[config.mk]
export PLATFORM = sky130hd
export DESIGN_NAME = video_timing_gen_flat
export DESIGN_NICKNAME = d
export VERILOG_FILES = /design/src/rtl/video_timing_pkg.sv /design/src/rtl/video_timing_if.sv /design/src/rtl/video_axis_counter.sv /design/src/rtl/video_timing_gen.sv /design/src/flat_wrapper.sv
export SDC_FILE = /design/constraint.sdc
export NUM_CORES = 1
export LEC_CHECK = 0
export CAP_MARGIN = 20
export CELL_PAD_IN_SITES_DETAIL_PLACEMENT = 2
export CELL_PAD_IN_SITES_GLOBAL_PLACEMENT = 2
export CORE_UTILIZATION = 30
export CTS_CLUSTER_DIAMETER = 60
export DETAILED_ROUTE_END_ITERATION = 7
export HOLD_SLACK_MARGIN = 0.05
export PLACE_DENSITY_LB_ADDON = 0.1
export SYNTH_ARGS = -nofsm -noshare
export SYNTH_HDL_FRONTEND = slang
export SYNTH_SLANG_ARGS = --single-unit
[constraint.sdc]
create_clock -name clk -period 2.9 [get_ports clk]
set_input_delay 0.58 -clock clk [delete_from_list [all_inputs] [get_ports clk]]
set_output_delay 0.58 -clock clk [all_outputs]
set_load 0.02 [all_outputs]
[src/rtl/video_timing_pkg.sv]
// Shared timing constants and helpers for the raster timing generator.
package video_timing_pkg;

  localparam int DEF_H_ACTIVE = 800;
  localparam int DEF_H_FP     = 40;
  localparam int DEF_H_SYNC   = 48;
  localparam int DEF_H_BP     = 88;
  localparam int DEF_V_ACTIVE = 480;
  localparam int DEF_V_FP     = 13;
  localparam int DEF_V_SYNC   = 3;
  localparam int DEF_V_BP     = 32;

  localparam int VGA_H_ACTIVE = 640;
  localparam int VGA_H_FP     = 16;
  localparam int VGA_H_SYNC   = 96;
  localparam int VGA_H_BP     = 48;
  localparam int VGA_V_ACTIVE = 480;
  localparam int VGA_V_FP     = 10;
  localparam int VGA_V_SYNC   = 2;
  localparam int VGA_V_BP     = 33;

  function automatic int axis_total(input int active, input int fp, input int sync,
                                    input int bp);
    return active + fp + sync + bp;
  endfunction

endpackage

[src/rtl/video_timing_if.sv]
// Video timing output bundle; master drives it, slave observes it.
interface video_timing_if #(
  parameter int COORD_W = 12
);
  logic               hsync;
  logic               vsync;
  logic               de;
  logic               vblank;
  logic               line_start;
  logic               frame_start;
  logic [COORD_W-1:0] x;
  logic [COORD_W-1:0] y;

  modport master (output hsync, vsync, de, vblank, line_start, frame_start, x, y);
  modport slave  (input  hsync, vsync, de, vblank, line_start, frame_start, x, y);
endinterface

[src/rtl/video_axis_counter.sv]
// One raster axis: wrapping position counter with active and sync region decode.
module video_axis_counter #(
  parameter int ACTIVE = 8,
  parameter int FP     = 2,
  parameter int SYNC   = 3,
  parameter int BP     = 1,
  parameter int W      = 12
) (
  input  logic         clk,
  input  logic         rst_n,
  input  logic         step,
  input  logic         clear,
  output logic [W-1:0] count,
  output logic         wrap,
  output logic         in_active,
  output logic         in_sync
);
  localparam int TOT = ACTIVE + FP + SYNC + BP;
  localparam logic [W-1:0] LAST    = W'(TOT - 1);
  localparam logic [W-1:0] ACT_END = W'(ACTIVE);
  localparam logic [W-1:0] SYNC_LO = W'(ACTIVE + FP);
  localparam logic [W-1:0] SYNC_HI = W'(ACTIVE + FP + SYNC);

  assign wrap      = step && (count == LAST);
  assign in_active = count < ACT_END;
  assign in_sync   = (count >= SYNC_LO) && (count < SYNC_HI);

  always_ff @(posedge clk or negedge rst_n) begin
    if (!rst_n) begin
      count <= '0;
    end else if (clear) begin
      count <= '0;
    end else if (step) begin
      count <= wrap ? '0 : count + 1'b1;
    end
  end
endmodule

[src/rtl/video_timing_gen.sv]
// Raster timing generator: h/v counters with registered sync, blanking and coordinate decode.
module video_timing_gen
  import video_timing_pkg::*;
#(
  parameter int H_ACTIVE = DEF_H_ACTIVE,
  parameter int H_FP     = DEF_H_FP,
  parameter int H_SYNC   = DEF_H_SYNC,
  parameter int H_BP     = DEF_H_BP,
  parameter int V_ACTIVE = DEF_V_ACTIVE,
  parameter int V_FP     = DEF_V_FP,
  parameter int V_SYNC   = DEF_V_SYNC,
  parameter int V_BP     = DEF_V_BP,
  parameter bit HS_POL   = 1'b0,
  parameter bit VS_POL   = 1'b0,
  parameter int COORD_W  = 12
) (
  input  logic           clk,
  input  logic           rst_n,
  input  logic           ce,
  input  logic           en,
  video_timing_if.master vid
);
  localparam int H_TOT = axis_total(H_ACTIVE, H_FP, H_SYNC, H_BP);
  localparam int V_TOT = axis_total(V_ACTIVE, V_FP, V_SYNC, V_BP);

  if (H_ACTIVE < 1 || H_FP < 1 || H_SYNC < 1 || H_BP < 1 ||
      V_ACTIVE < 1 || V_FP < 1 || V_SYNC < 1 || V_BP < 1) begin : g_bad_timing
    $error("video_timing_gen: every timing parameter must be at least 1");
  end
  if (H_TOT >= (2 ** COORD_W) || V_TOT >= (2 ** COORD_W)) begin : g_bad_width
    $error("video_timing_gen: COORD_W too narrow for the frame totals");
  end

  logic [COORD_W-1:0] h, v;
  logic               h_wrap, v_wrap;
  logic               h_act, v_act, h_sync, v_sync;
  logic               h_step;
  logic               vis;

  assign h_step = ce & en;
  assign vis    = h_act & v_act;

  video_axis_counter #(
    .ACTIVE(H_ACTIVE), .FP(H_FP), .SYNC(H_SYNC), .BP(H_BP), .W(COORD_W)
  ) u_h (
    .clk(clk), .rst_n(rst_n), .step(h_step), .clear(~en),
    .count(h), .wrap(h_wrap), .in_active(h_act), .in_sync(h_sync)
  );

  video_axis_counter #(
    .ACTIVE(V_ACTIVE), .FP(V_FP), .SYNC(V_SYNC), .BP(V_BP), .W(COORD_W)
  ) u_v (
    .clk(clk), .rst_n(rst_n), .step(h_wrap), .clear(~en),
    .count(v), .wrap(v_wrap), .in_active(v_act), .in_sync(v_sync)
  );

  // Outputs decode the pre-edge (h,v), giving one enabled cycle of latency.
  always_ff @(posedge clk or negedge rst_n) begin
    if (!rst_n) begin
      vid.de          <= 1'b0;
      vid.vblank      <= 1'b0;
      vid.line_start  <= 1'b0;
      vid.frame_start <= 1'b0;
      vid.x           <= '0;
      vid.y           <= '0;
      vid.hsync       <= ~HS_POL;
      vid.vsync       <= ~VS_POL;
    end else if (!en) begin
      vid.de          <= 1'b0;
      vid.vblank      <= 1'b0;
      vid.line_start  <= 1'b0;
      vid.frame_start <= 1'b0;
      vid.x           <= '0;
      vid.y           <= '0;
      vid.hsync       <= ~HS_POL;
      vid.vsync       <= ~VS_POL;
    end else if (ce) begin
      vid.de          <= vis;
      vid.vblank      <= ~v_act;
      vid.line_start  <= (h == '0);
      vid.frame_start <= (h == '0) && (v == '0);
      vid.x           <= vis ? h : '0;
      vid.y           <= vis ? v : '0;
      vid.hsync       <= h_sync ? HS_POL : ~HS_POL;
      vid.vsync       <= v_sync ? VS_POL : ~VS_POL;
    end else begin
      vid.line_start  <= 1'b0;
      vid.frame_start <= 1'b0;
    end
  end
endmodule

[src/flat_wrapper.sv]
// flat-port wrapper written by rule: the top's interface ports become plain ports
module video_timing_gen_flat import video_timing_pkg::*;
#(
  parameter int H_ACTIVE = DEF_H_ACTIVE,
  parameter int H_FP     = DEF_H_FP,
  parameter int H_SYNC   = DEF_H_SYNC,
  parameter int H_BP     = DEF_H_BP,
  parameter int V_ACTIVE = DEF_V_ACTIVE,
  parameter int V_FP     = DEF_V_FP,
  parameter int V_SYNC   = DEF_V_SYNC,
  parameter int V_BP     = DEF_V_BP,
  parameter bit HS_POL   = 1'b0,
  parameter bit VS_POL   = 1'b0,
  parameter int COORD_W  = 12
)
  (clk, rst_n, ce, en, vid_hsync, vid_vsync, vid_de, vid_vblank, vid_line_start, vid_frame_start, vid_x, vid_y);
  video_timing_if #(.COORD_W(COORD_W)) vid_i ();
  input  logic clk;
  input  logic rst_n;
  input  logic ce;
  input  logic en;
  output wire logic [$bits(vid_i.hsync)-1:0] vid_hsync;
  output wire logic [$bits(vid_i.vsync)-1:0] vid_vsync;
  output wire logic [$bits(vid_i.de)-1:0] vid_de;
  output wire logic [$bits(vid_i.vblank)-1:0] vid_vblank;
  output wire logic [$bits(vid_i.line_start)-1:0] vid_line_start;
  output wire logic [$bits(vid_i.frame_start)-1:0] vid_frame_start;
  output wire logic [$bits(vid_i.x)-1:0] vid_x;
  output wire logic [$bits(vid_i.y)-1:0] vid_y;
  assign vid_hsync = vid_i.hsync;
  assign vid_vsync = vid_i.vsync;
  assign vid_de = vid_i.de;
  assign vid_vblank = vid_i.vblank;
  assign vid_line_start = vid_i.line_start;
  assign vid_frame_start = vid_i.frame_start;
  assign vid_x = vid_i.x;
  assign vid_y = vid_i.y;
  video_timing_gen #(.H_ACTIVE(H_ACTIVE), .H_FP(H_FP), .H_SYNC(H_SYNC), .H_BP(H_BP), .V_ACTIVE(V_ACTIVE), .V_FP(V_FP), .V_SYNC(V_SYNC), .V_BP(V_BP), .HS_POL(HS_POL), .VS_POL(VS_POL), .COORD_W(COORD_W)) u_core (.clk(clk), .rst_n(rst_n), .ce(ce), .en(en), .vid(vid_i));
endmodule
==> results.md, run 1 <==
- Status: finished clean
- Syn Nets: around 260
- Max Clock Freq: around 400 MHz
- Most frequent cells in the layout: dfrtp_1, clkdlybuf4s50_1, nand3_1
- First-pass DRT Iterations: 4
- FF-to-FF path depth: 5
- Area share of the leading cell type in the synthesized netlist: between 40% and 50%
- Synthesized area per cell: 10.69 µm²
- Dpl cells: between 300 and 400
- CP Data Required Time: ~3.1 ns
- # setup viols final: 0
- Nets: approximately 290
- Number of synthesized register bits: 54
- CTS root buffer: clkbuf_8
- Antenna violations before repair: 0
- Internal: about 960 µW
- Gpl congestion: 0.7600
- Layout area overhead: 19.25%
- Power, Total: approximately 1.3 mW
- Worst-margin pin slew: between 0.6 and 0.7 ns
- Vias in the first global route: 2188
- Synth Cell Area: around 2700 µm²
- Number of synthesized flops with an enable pin: 0
- Final instance area: between 3000 and 4000 µm²
- # diodes: 0
- Pin count of the biggest net entering global routing: 55
- Crit Reg-Reg Startpoint: u_core.u_h.count[0]$_DFFE_PN0P_
- Post-synthesis cell count: about 250
- Total GRT Usage: ~18%
- Num ports: 34
- Yosys cell types: 49
- # Max-Cap Violations: 0
- Die height: roughly 96 µm
- DRC viols: 0
- CTS H-Tree Depth: 2
- ANT nets after route: 0
- Via count: 2122
- Clock Skews: about 0.009 ns
- Clk_lat worst skew: a little over 0.3 ns
- Top cells by area, synth: dfrtp_1, a22o_1, nand3_1, ha_1, a31oi_1
- Worst-path clk slew: ~0.090 ns
- Slew headroom: between 50 and 60%
- Place WS: about 0.27 ns
- Final setup TNS: 0 ns
- Clock Power Share: approximately a third
- Final hold viol count: 0
- Wire length of the first global-routing pass: 12290 µm
- CORE AREA: around 8400 µm²
- Sw frac: 25.66%
- Sw power: about 330 µW
- Die footprint: 9218 µm²
- Critical path endpoint category: flip-flop
- DR WL/cell: roughly 20 µm
- CTS Hold Bufs: 0
- RSZ-0062 raised after global routing: false
- CTS tree: done
- Die width: 96.01 µm
- CP max stage cell: clkdlybuf4s50_1
- Period utilization: between 80% and 90%
- Synth area leader: dfrtp_1
- Row cnt: 33
- Initial Utilization: approximately a third
- Crit path time final: 2.432 ns
- Initial DRC count: 100
- TritonCTS buffer count: 5
- Setup Fix Bufs, Post-CTS: 0
- Post_cts resized: 0
- DR vias/cell: about 5.6
- Startpoint Class: input port
- DP Wirelength: between 5000 and 6000 µm
- Worst VDD drop: 0.0001780 V
- Post-route setup slack: ~0.47 ns
- Commonest non-fill, non-tap cell in the layout: dfrtp_1
- Critical path class: in -> reg
- Hold Crit Class: in -> async
- Combinational share of power: 7.4%
- Critical path peak fanout: 11
- Crit path DAT: between 2 and 3 ns
- Worst path cell trace: clkdlybuf4s50_1, buf_4, nor4bb_1, nand2_1, nor4b_1, and3_1
- CTS Sinks: 54
- GR Overflow Total: 0
- Non-filler instance count after layout: ~380
- Share of cells above drive strength 1: 11.55%
- Worst stage delay on the critical path: 0.53 ns
- IO Port Bufs: 33
- Primary FF master, synth: dfrtp_1
- Reg2reg setup slack: 0.60 ns
- Area after DPL: around 3100 µm²
- Fin. max-slew vios: 0
- Leakage: between 1 and 1.5 nW
- Power share of the sequential group: 59.5%
- Sequential area share after synthesis: between 50 and 60%
- Worst Setup SP: en
- Synthesis warning total: 0
- Power Density: ~400 nW/µm²
- Post-synth ARST share: 100.0%
- Reg-to-Reg End: u_core.u_v.count[8]$_DFFE_PN0P_
- Routed WL: 7519 µm
- Crit path to: u_core.vid.frame_start$_DFF_PN0_
- CTS max path bufs: 2
metrics by stage:
stage	hold slack, ns	util, %
final	0.3921	37.72
after detailed placement	0.4657	36.72
after global placement	0.4644	36.72
after global routing	0.4468	37.72
after floorplan	0.2844	-
after CTS	0.4233	37.72
synth_stat cells (2+ instances only):
library cell and n:
or3_1 3, a41oi_1 2, xor2_1 3, a22o_1 18, buf_6 3, a21o_1 2, xnor2_1 2, and4_1 2
a21oi_1 5, nand2_1 14, nor2_1 7, or4_4 3, inv_1 6, nor4_1 5, o211ai_1 2, dfstp_2 2
nor2b_1 5, o2111ai_1 2, nor3_1 7, or4_1 3, dfrtp_1 52, nand3_1 19, nand4_1 7, ha_1 6
and3_1 6, o21ai_0 7, and2_1 6, a31oi_1 10, buf_2 5, nand2b_1 2, o311ai_0 2, clkbuf_1 13
logic make-up after synthesis:
| group | Yosys count | share of synthesized area (%) |
|---|---|---|
| adder cells (fa/ha/maj) | 6 | 2.831 |
| flip-flops | 54 | 51.06 |
| buffers and inverters | 27 | 4.908 |
| AO/OA/AOI/OAI | 57 | 16.61 |
| multiplexers | 1 | 0.4247 |
| AND/OR/NAND/NOR | 98 | 22.51 |
| XOR/XNOR | 5 | 1.652 |
state kept, by name, indices dropped and copies added, names as in the netlist:
name	count
u_core.vid.y	12
u_core.vid.x	12
u_core.vid.hsync	1
u_core.u_v.count	12
u_core.vid.vsync	1
u_core.vid.vblank	1
u_core.vid.de	1
u_core.vid.frame_start	1
u_core.u_h.count	12
u_core.vid.line_start	1
power groups by stage:
stage	registers [mW]	logic (mW)	clock network, mW
floorplan	0.788	0.0393	0
CTS	0.770	0.0989	0.447
global placement	0.784	0.0972	0
finish	0.770	0.0955	0.428
global route	0.771	0.106	0.474
detailed placement	0.785	0.0981	0
metal layers:
metal | track usage [%] | wire (µm) | vias to the layer above
met1 | 26.13 | 3946 | 1088
met2 | 27.42 | 3320 | 36
met4 | 4.478 | 62 | 0
li1 | - | - | 991
met3 | 3.002 | 190 | 7
met5 | 0 | 0 | -
worst min-delay path by stage:
| stage | depth (start not counted) | slack, ns | end | start |
|---|---|---|---|---|
| final | 2 | 0.39 | u_core.vid.y[4]$_DFFE_PN0P_ | rst_n |
| after global routing | 2 | 0.45 | u_core.vid.y[4]$_DFFE_PN0P_ | rst_n |
| after CTS | 2 | 0.42 | u_core.u_v.count[3]$_DFFE_PN0P_ | rst_n |
| after detailed placement | 1 | 0.47 | u_core.vid.de$_DFFE_PN0P_ | u_core.vid.de$_DFFE_PN0P_ |
| after global placement | 1 | 0.46 | u_core.vid.de$_DFFE_PN0P_ | u_core.vid.de$_DFFE_PN0P_ |
| after floorplan | 0 | 0.28 | u_core.u_h.count[0]$_DFFE_PN0P_ | rst_n |
layout make-up:
cell class | count | area, µm²
fill | 922 | 5220
sequential | 54 | 1354
multi-input combinational | 167 | 1170
timing repair buffer | 43 | 400.4
tap | 105 | 131.4
clock buffer | 5 | 68.82
inverter | 6 | 22.52
clock inverter | 2 | 15.01
worst max-delay path: cells and delay by family:
kind	cells	cell delay, ns
buf+inv	2	0.73
simple gates	4	1.36
No activity file was read; power rests on OpenSTA's default activity.
==> inputs of run 2 (changes only) <==
==> constraint.sdc (replaced) <==
create_clock -name clk -period 2.2 [get_ports clk]
set_input_delay 0.44 -clock clk [delete_from_list [all_inputs] [get_ports clk]]
set_output_delay 0.44 -clock clk [all_outputs]
set_load 0.02 [all_outputs]
==> run 2 against run 1 <==
Combinational power increased by 61%. Global-route usage increased by 0.69 points. Utilization increased by 2.9 points.
==> results.md, run 2 (synthesized netlist as in run 1, its figures left out) <==
- Status: finished clean
- Final hold viol count: 0
- Reg2reg setup slack: 0.12 ns
- FF-to-FF path depth: 4
- Crit Reg-Reg Startpoint: u_core.u_v.count[5]$_DFFE_PN0P_
- GR Overflow Total: 0
- Critical path endpoint category: flip-flop
- Layout area overhead: 28.32%
- Setup Fix Bufs, Post-CTS: 0
- Final instance area: about 3400 µm²
- # diodes: 0
- Clk_lat worst skew: 0.30 ns
- Die height: roughly 96 µm
- # Max-Cap Violations: 0
- RSZ-0062 raised after global routing: false
- Area after DPL: roughly 3300 µm²
- Routed WL: around 7900 µm
- Wire length of the first global-routing pass: between 10000 and 15000 µm
- Most frequent cells in the layout: dfrtp_1, clkdlybuf4s50_1, buf_4
- IO Port Bufs: 33
- Critical path class: reg -> reg
- DR vias/cell: approximately 5.5
- Clock Skews: about 0.0057 ns
- CTS max path bufs: 2
- Share of cells above drive strength 1: between 10% and 20%
- Via count: about 2200
- Max Clock Freq: roughly 480 MHz
- Worst-path clk slew: approximately 0.11 ns
- CP Data Required Time: 2.40 ns
- Leakage: approximately 1.5 nW
- Fin. max-slew vios: 0
- CTS tree: done
- Total GRT Usage: between 10% and 20%
- DRC viols: 0
- Reg-to-Reg End: u_core.u_v.count[10]$_DFFE_PN0P_
- Nets: about 310
- Cell repeated most along the worst path: or4_4
- Row cnt: 33
- Period utilization: 94.39%
- Die footprint: approximately 9200 µm²
- CTS Hold Bufs: 0
- Slew headroom: 55.14%
- Crit path DAT: approximately 2.3 ns
- # setup viols final: 0
- Hold Crit Class: in -> async
- ANT nets after route: 0
- First-pass DRT Iterations: 4
- DP Wirelength: approximately 5900 µm
- CORE AREA: around 8400 µm²
- CTS Sinks: 54
- TritonCTS buffer count: 5
- Num ports: 34
- Final setup TNS: 0 ns
- Pin count of the biggest net entering global routing: 38
- Worst VDD drop: approximately 0.00025 V
- Vias in the first global route: around 2400
- Initial DRC count: between 100 and 150
- DR WL/cell: 19.35 µm
- Critical path peak fanout: 11
- Worst path cell trace: or4_4, or4_4, and3_2, o22a_1
- Die width: ~96 µm
- Commonest non-fill, non-tap cell in the layout: dfrtp_1
- Worst-margin pin slew: 0.6667 ns
- Worst stage delay on the critical path: about 0.63 ns
- CTS H-Tree Depth: 2
- Crit path time final: roughly 2.1 ns
- Startpoint Class: flip-flop
- Gpl congestion: 0.7650
- Power Density: 522.1 nW/µm²
- Post_cts resized: 0
- Initial Utilization: around a third
- CTS root buffer: clkbuf_8
- Antenna violations before repair: 0
- CP max stage cell: or4_4
run 2: worst max path at each step:
stage / startpoint / endpoint / slack (ns) / cells after the start
finish: u_core.u_v.count[5]$_DFFE_PN0P_ / u_core.u_v.count[10]$_DFFE_PN0P_ / 0.12 / 4
global placement: ce / u_core.u_v.count[8]$_DFFE_PN0P_ / -0.15 / 5
detailed placement: ce / u_core.u_v.count[8]$_DFFE_PN0P_ / -0.17 / 5
CTS: u_core.u_v.count[5]$_DFFE_PN0P_ / u_core.u_v.count[9]$_DFFE_PN0P_ / 0.13 / 4
floorplan: u_core.u_v.count[5]$_DFFE_PN0P_ / u_core.u_v.count[7]$_DFFE_PN0P_ / 0.17 / 6
global route: u_core.u_v.count[6]$_DFFE_PN0P_ / u_core.u_v.count[9]$_DFFE_PN0P_ / 0.007 / 4
run 2: cell type report:
type	instances	area, µm²
flip-flops and latches	54	1354
well taps	105	131.4
fillers	920	4980
clock inverters	2	16.27
repair buffers	68	625.6
inverters	6	22.52
multi-input cells	167	1170
clock buffers	6	82.58
run 2: routing by layer:
layer / vias up / wire length, µm / global-route usage (%)
met1: 1144 / 4035 / 27.12
met4: 0 / 70 / 4.229
met5: - / 0 / 0
li1: 1041 / - / -
met2: 38 / 3583 / 28.72
met3: 4 / 205 / 3.002
run 2: worst max-delay path: cells and delay by family, from the launching register on:
kind	cells	cell delay (ns)
AOI/OAI and AO/OA	1	0.15
DFF	1	0.39
and+or+nand+nor	3	1.44
run 2: where the power goes:
part	leakage (nW)	internal [mW]	switching (mW)
sequential	0.743	1.00	0.00605
combinational	0.695	0.0636	0.0901
clock	0.0478	0.260	0.353
run 2: through the flow:
step | instances | utilization [%] | worst slack (ns) | hold WS, ns | total power [mW]
CTS | 408 | 40.59 | 0.1274 | 0.08474 | 1.813
global route | 408 | 40.59 | 0.007479 | 0.09580 | 1.857
detailed placement | 400 | 39.41 | -0.1709 | 0.4342 | 1.187
global placement | 400 | 39.41 | -0.1530 | 0.4359 | 1.184
floorplan | 248 | - | 0.1654 | 0.1444 | 1.090
finish | 408 | 40.59 | 0.1235 | 0.07609 | 1.776
